==> src/rtl/uart_tx_scheduler_pkg.sv <==
// Shared definitions for the UART TX scheduler: FSM states, frame length
// and the ASCII constants used to build the "<tag><dddd>\r\n" frame.
package uart_tx_scheduler_pkg;

  typedef enum logic [1:0] {
    ST_IDLE    = 2'd0,
    ST_CAPTURE = 2'd1,
    ST_SEND    = 2'd2
  } state_e;

  localparam int unsigned FRAME_LEN = 7;

  localparam logic [7:0] ASCII_ZERO     = 8'h30;
  localparam logic [7:0] ASCII_TAG_BASE = 8'h41;
  localparam logic [7:0] ASCII_CR       = 8'h0D;
  localparam logic [7:0] ASCII_LF       = 8'h0A;

endpackage

==> src/rtl/uart_tx_scheduler_bin10_to_ascii4.sv <==
// Combinational 10-bit binary to four ASCII decimal digits (0000..1023).
module bin10_to_ascii4
  import uart_tx_scheduler_pkg::*;
(
  input  logic [9:0] bin,
  output logic [7:0] thousands,
  output logic [7:0] hundreds,
  output logic [7:0] tens,
  output logic [7:0] units
);

  // Each digit is a quotient/remainder by a power of ten, offset into ASCII.
  always_comb begin
    thousands = ASCII_ZERO + 8'(bin / 10'd1000);
    hundreds  = ASCII_ZERO + 8'((bin / 10'd100) % 10'd10);
    tens      = ASCII_ZERO + 8'((bin / 10'd10) % 10'd10);
    units     = ASCII_ZERO + 8'(bin % 10'd10);
  end

endmodule

==> src/rtl/uart_tx_scheduler.sv <==
// Round-robin scheduler sharing one UART TX FIFO push port among NUM_REQ
// requesters. Each granted 10-bit value is sent as a 7-byte ASCII frame.
module uart_tx_scheduler
  import uart_tx_scheduler_pkg::*;
#(
  parameter int unsigned NUM_REQ = 4,
  parameter int unsigned DATA_W  = 10,
  localparam int unsigned GW     = $clog2(NUM_REQ)
) (
  input  logic                      clk,
  input  logic                      rst,
  input  logic [NUM_REQ-1:0]        req_valid,
  input  logic [NUM_REQ*DATA_W-1:0] req_data,
  output logic [NUM_REQ-1:0]        req_ready,
  input  logic                      tx_full,
  output logic                      tx_push,
  output logic [7:0]                tx_push_data,
  output logic                      busy,
  output logic [GW-1:0]             grant_id,
  output logic                      frame_done
);

  state_e                       state_q, state_d;
  logic [GW-1:0]                grant_q, grant_d;
  logic [GW-1:0]                last_q, last_d;
  logic [DATA_W-1:0]            data_q, data_d;
  logic [2:0]                   byte_idx_q, byte_idx_d;
  logic [FRAME_LEN-1:0][7:0]    frame_q, frame_d;
  logic                         push_q, push_d;
  logic [7:0]                   push_data_q, push_data_d;
  logic                         done_q, done_d;

  logic                         pick_found;
  logic [GW-1:0]                pick_idx;
  logic [GW-1:0]                cand_idx;
  int unsigned                  cand;

  logic [7:0]                   dig_th, dig_hu, dig_te, dig_un;
  logic [FRAME_LEN-1:0][7:0]    frame_build;
  logic                         can_push;

  bin10_to_ascii4 u_bin10_to_ascii4 (
    .bin       (data_q),
    .thousands (dig_th),
    .hundreds  (dig_hu),
    .tens      (dig_te),
    .units     (dig_un)
  );

  // Round-robin pick: first valid requester after the last granted one.
  always_comb begin
    pick_found = 1'b0;
    pick_idx   = '0;
    cand       = 0;
    cand_idx   = '0;
    for (int unsigned k = 0; k < NUM_REQ; k++) begin
      cand     = (32'(last_q) + 1 + k) % NUM_REQ;
      cand_idx = GW'(cand);
      if (!pick_found && req_valid[cand_idx]) begin
        pick_found = 1'b1;
        pick_idx   = cand_idx;
      end
    end
  end

  // Frame image of the captured value; byte 0 sits in the low byte.
  always_comb begin
    frame_build = {ASCII_LF, ASCII_CR, dig_un, dig_te, dig_hu, dig_th,
                   ASCII_TAG_BASE + 8'(grant_q)};
  end

  // FSM next state, frame buffer and push scheduling.
  // Byte 0 is pushed straight from the freshly built frame during CAPTURE so
  // the first push lands two cycles after the grant; byte_idx counts bytes
  // already issued, so reaching FRAME_LEN marks the frame complete.
  always_comb begin
    state_d     = state_q;
    grant_d     = grant_q;
    last_d      = last_q;
    data_d      = data_q;
    byte_idx_d  = byte_idx_q;
    frame_d     = frame_q;
    push_d      = 1'b0;
    push_data_d = push_data_q;
    done_d      = 1'b0;
    can_push    = !tx_full && !push_q;

    unique case (state_q)
      ST_IDLE: begin
        if (pick_found) begin
          grant_d    = pick_idx;
          data_d     = req_data[32'(pick_idx)*DATA_W +: DATA_W];
          byte_idx_d = '0;
          state_d    = ST_CAPTURE;
        end
      end
      ST_CAPTURE: begin
        frame_d = frame_build;
        state_d = ST_SEND;
        if (can_push) begin
          push_d      = 1'b1;
          push_data_d = frame_build[0];
          byte_idx_d  = 3'd1;
        end
      end
      ST_SEND: begin
        if (byte_idx_q == 3'(FRAME_LEN)) begin
          last_d  = grant_q;
          done_d  = 1'b1;
          state_d = ST_IDLE;
        end else if (can_push) begin
          push_d      = 1'b1;
          push_data_d = frame_q[byte_idx_q];
          byte_idx_d  = byte_idx_q + 3'd1;
        end
      end
      default: state_d = ST_IDLE;
    endcase
  end

  // State and output registers with synchronous active-low reset.
  always_ff @(posedge clk) begin
    if (!rst) begin
      state_q     <= ST_IDLE;
      grant_q     <= '0;
      last_q      <= GW'(NUM_REQ - 1);
      data_q      <= '0;
      byte_idx_q  <= '0;
      frame_q     <= '0;
      push_q      <= 1'b0;
      push_data_q <= '0;
      done_q      <= 1'b0;
    end else begin
      state_q     <= state_d;
      grant_q     <= grant_d;
      last_q      <= last_d;
      data_q      <= data_d;
      byte_idx_q  <= byte_idx_d;
      frame_q     <= frame_d;
      push_q      <= push_d;
      push_data_q <= push_data_d;
      done_q      <= done_d;
    end
  end

  // Outputs decoded from registered state only.
  always_comb begin
    req_ready    = (state_q == ST_CAPTURE) ? (NUM_REQ'(1) << grant_q) : '0;
    busy         = (state_q != ST_IDLE);
    grant_id     = grant_q;
    tx_push      = push_q;
    tx_push_data = push_data_q;
    frame_done   = done_q;
  end

endmodule

==> config.mk <==
export PLATFORM = sky130hd
export DESIGN_NAME = uart_tx_scheduler
export DESIGN_NICKNAME = d
export VERILOG_FILES = /design/src/rtl/uart_tx_scheduler_pkg.sv /design/src/rtl/uart_tx_scheduler_bin10_to_ascii4.sv /design/src/rtl/uart_tx_scheduler.sv
export SDC_FILE = /design/constraint.sdc
export NUM_CORES = 1
export LEC_CHECK = 0
export ABC_AREA = 1
export ABC_CLOCK_PERIOD_IN_PS = 6390
export CORE_MARGIN = 5
export CORE_UTILIZATION = 35
export DETAILED_ROUTE_END_ITERATION = 16
export GPL_TIMING_DRIVEN = 1
export PLACE_DENSITY_LB_ADDON = 0.1
export SLEW_MARGIN = 30
export SYNTH_ARGS = -nofsm -noshare
export SYNTH_HDL_FRONTEND = slang
export SYNTH_SLANG_ARGS = --single-unit
==> constraint.sdc <==
create_clock -name clk -period 6.39 [get_ports clk]
set_input_delay 1.278 -clock clk [delete_from_list [all_inputs] [get_ports clk]]
set_output_delay 1.278 -clock clk [all_outputs]
set_load 0.01 [all_outputs]
==> impl_results.md <==
- Cells resized by post-CTS repair: 0
- Flip-flop cell with the highest count after synthesis: sky130_fd_sc_hd__dfxtp_1
- Top post-synthesis cells by area: sky130_fd_sc_hd__dfxtp_1, sky130_fd_sc_hd__nand2_1, sky130_fd_sc_hd__inv_1
- Relative slew margins: 0.462
- Largest stage delay on the critical path: 0.49 ns
- Die outline width: 129 um
- Max-cap violations: 0
- Average via count per standard cell: 4.91
- Post-placement worst setup slack: 0.895 ns
- Largest clock skew in the final design: 0.00825 ns
- Maximum number of pins on one net before global-route repair: 24
- Endpoint type of the worst setup path: register
- Final Hold Vio Count: 0
- Warning count from the yosys run: 0
- Die footprint: 16600 sq um
- Final weighted congestion of routability-driven global placement: 0.898
- Via Count: 4956
- First-pass GRT wire length: 21.9 mm
- Sequential share of the synthesized area: 0.235
- Remaining DRCs: 0
- Clock H-tree levels: 3
- Mapped cell area: 4930 sq um
- Row Count: 43
- Final Setup Violations: 0
- Core region area: 13800 sq um
- Most instantiated library cell after synthesis: sky130_fd_sc_hd__nand2_1
- Post-CTS setup-driven buffer insertion count: 0
- Total I/O pin count: 64
- Post-route standard cell area excluding fillers: 6040 sq um
- Number of register bits inferred by synthesis: 58
- Clock tree from TritonCTS: done
- Nets: 894
- Fmax achieved: 181 MHz
- Starting utilization of the core area: 0.357
- Number of buffers and inverters on the critical path: 7
- Vertical extent of the die: 129 um
- Post-CTS Hold Fix Bufs: 0
- Largest area contributor in the netlist: sky130_fd_sc_hd__dfxtp_1
- Area after detailed placement: 5720 sq um
- Total global routing overflow: 0
- Fillers: 1447
- Wirelength, routed: 12.8 mm
- Worst hold path type: reg2reg
- Crit path required time: 6.61 ns
- Status: finished, final reports clean
- Number of routed nets with antenna violations: 0
- Final Worst Setup Slack: 0.854 ns
- Total Negative Setup Slacks: 0 ns
- Number of antenna violations at the first check in global routing: 0
- Placed wire-length estimate: 10.1 mm
- Actual slew at the worst max-slew pin: 0.804 ns
- Wire length per cell: 12.7 um
- Clock transition time at the flip-flop clock pins of the worst setup and hold paths: 0.05 ns
- Mapped Cells: 771
- RSZ-0062 raised after global routing: no
- Critical path class: reg2reg
- N_diodes: 0
- Number of different library cells in the post-synthesis netlist: 47
- Post-synth EDFFs: 0
- Clk buf depth: 2
- Critical-path cell with the highest stage delay: sky130_fd_sc_hd__dfxtp_1
- List of most frequent post-synthesis cells: sky130_fd_sc_hd__nand2_1, sky130_fd_sc_hd__inv_1, sky130_fd_sc_hd__nor2_1, sky130_fd_sc_hd__o21ai_0, sky130_fd_sc_hd__dfxtp_1
- Fraction of final layout cells with drive strength greater than 1: 0.139
- Crit path launch type: register
- Area share of the largest cell type after synthesis: 0.235
- Vias in the first global route: 4793
- Number of max-slew violations in the final report: 0
- Final critical path time including I/O delays and setup: 5.54 ns
- Cell at the root of the clock tree: sky130_fd_sc_hd__clkbuf_16
- CP Data Arrival Time: 5.76 ns
- Layout overhead on the synthesized area: 22.4%
- Async set or reset register ratio after synthesis: 0
- Count of buffers from port buffering: 63
- Max FO, Critical Path: 9
- Final period utilization: 0.866
- Total routing usage reported by global routing: 0.158
- DRC violation total after the first TritonRoute iteration: 243
- Clock network latency to the later pin of the worst-skew pair: 0.33 ns
- Clock buffers created by TritonCTS: 9
- Top cell family by delay on the critical path: simple AND/OR/NAND/NOR gates
- Total number of clock tree sinks: 58
- Most Frequent Cell on Critical Path: sky130_fd_sc_hd__nand2_2
- Number of iterations in the first detailed-routing pass: 5
- Post-Synthesis Mean Instance Area: 6.40 sq um
-- cells in the final DEF (no fill, tap or decap), types with 4 or more instances in the layout --
cell / count
sky130_fd_sc_hd__nand3_2: 12
sky130_fd_sc_hd__o21ai_0: 61
sky130_fd_sc_hd__dfxtp_1: 58
sky130_fd_sc_hd__inv_2: 13
sky130_fd_sc_hd__o21ai_1: 6
sky130_fd_sc_hd__nor3_1: 4
sky130_fd_sc_hd__nand2_2: 43
sky130_fd_sc_hd__nor2_1: 74
sky130_fd_sc_hd__nand2_4: 14
sky130_fd_sc_hd__clkinv_1: 4
sky130_fd_sc_hd__xor2_1: 4
sky130_fd_sc_hd__clkdlybuf4s50_1: 63
sky130_fd_sc_hd__ha_1: 22
sky130_fd_sc_hd__clkbuf_16: 9
sky130_fd_sc_hd__o22ai_1: 11
sky130_fd_sc_hd__a21oi_1: 52
sky130_fd_sc_hd__nand4_1: 16
sky130_fd_sc_hd__nand2_1: 151
sky130_fd_sc_hd__inv_1: 99
sky130_fd_sc_hd__a31oi_1: 4
sky130_fd_sc_hd__o211ai_1: 14
sky130_fd_sc_hd__nand3_1: 43
sky130_fd_sc_hd__a211oi_1: 5
-- through the flow --
stage,hold WS [ns],util,cells
detailed placement,0.430,0.414,994
global route,0.456,0.437,1010
finish,0.437,0.437,1010
floorplan,0.419,-,773
global placement,0.428,0.414,994
CTS,0.437,0.437,1010
-- sequential cells by signal (all words and copies together), names as in the netlist --
name and count:
byte_idx_q 3, data_q 10, frame_done 1, frame_q 29, grant_id 2, last_q 2
state_q 2, tx_push 1, tx_push_data 8
-- tightest hold or removal path, stage by stage (launching register included) --
cell	delay, ns
sky130_fd_sc_hd__dfxtp_1	0.30
sky130_fd_sc_hd__nand2_1	0.06
sky130_fd_sc_hd__nor2_1	0.04
-- logic make-up after synthesis --
logic type / Yosys count / share of synthesized area
other: 1 / 0.000760
buffers and inverters: 141 / 0.108
DFF: 58 / 0.235
AOI/OAI and AO/OA: 166 / 0.193
muxes: 3 / 0.00609
adders and majority gates: 22 / 0.0558
xor gates and xnor gates: 7 / 0.0124
and+or+nand+nor: 373 / 0.389
-- metal layers --
metal	part of all wire	vias up	global-route usage
met5	0	-	0
met2	0.46	102	0.262
met1	0.49	2208	0.209
li1	-	2634	-
met3	0.039	12	0.0286
met4	0.011	0	0.0451
-- cell type report --
type	instances	area [sq um]	area share
timing repair buffer	65	646	0.107
multi-input combinational	574	3240	0.537
clock inverter	5	77.6	0.0128
sequential	58	1160	0.192
clock buffer	11	243	0.0402
tap	180	225	0.0373
inverter	117	442	0.0731
-- final timing paths --
kind | from | endpoint | slack, ns | depth (start not counted)
min reg2reg | frame_q[39] | frame_q[39] | 0.44 | 2
max reg2reg | data_q[9] | frame_q[30] | 0.85 | 47
min | frame_q[39] | frame_q[39] | 0.44 | 2
max | data_q[9] | frame_q[30] | 0.85 | 47
Power is not shown: default switching activity piles up to over one toggle a cycle in this logic, so the estimate is an artifact.
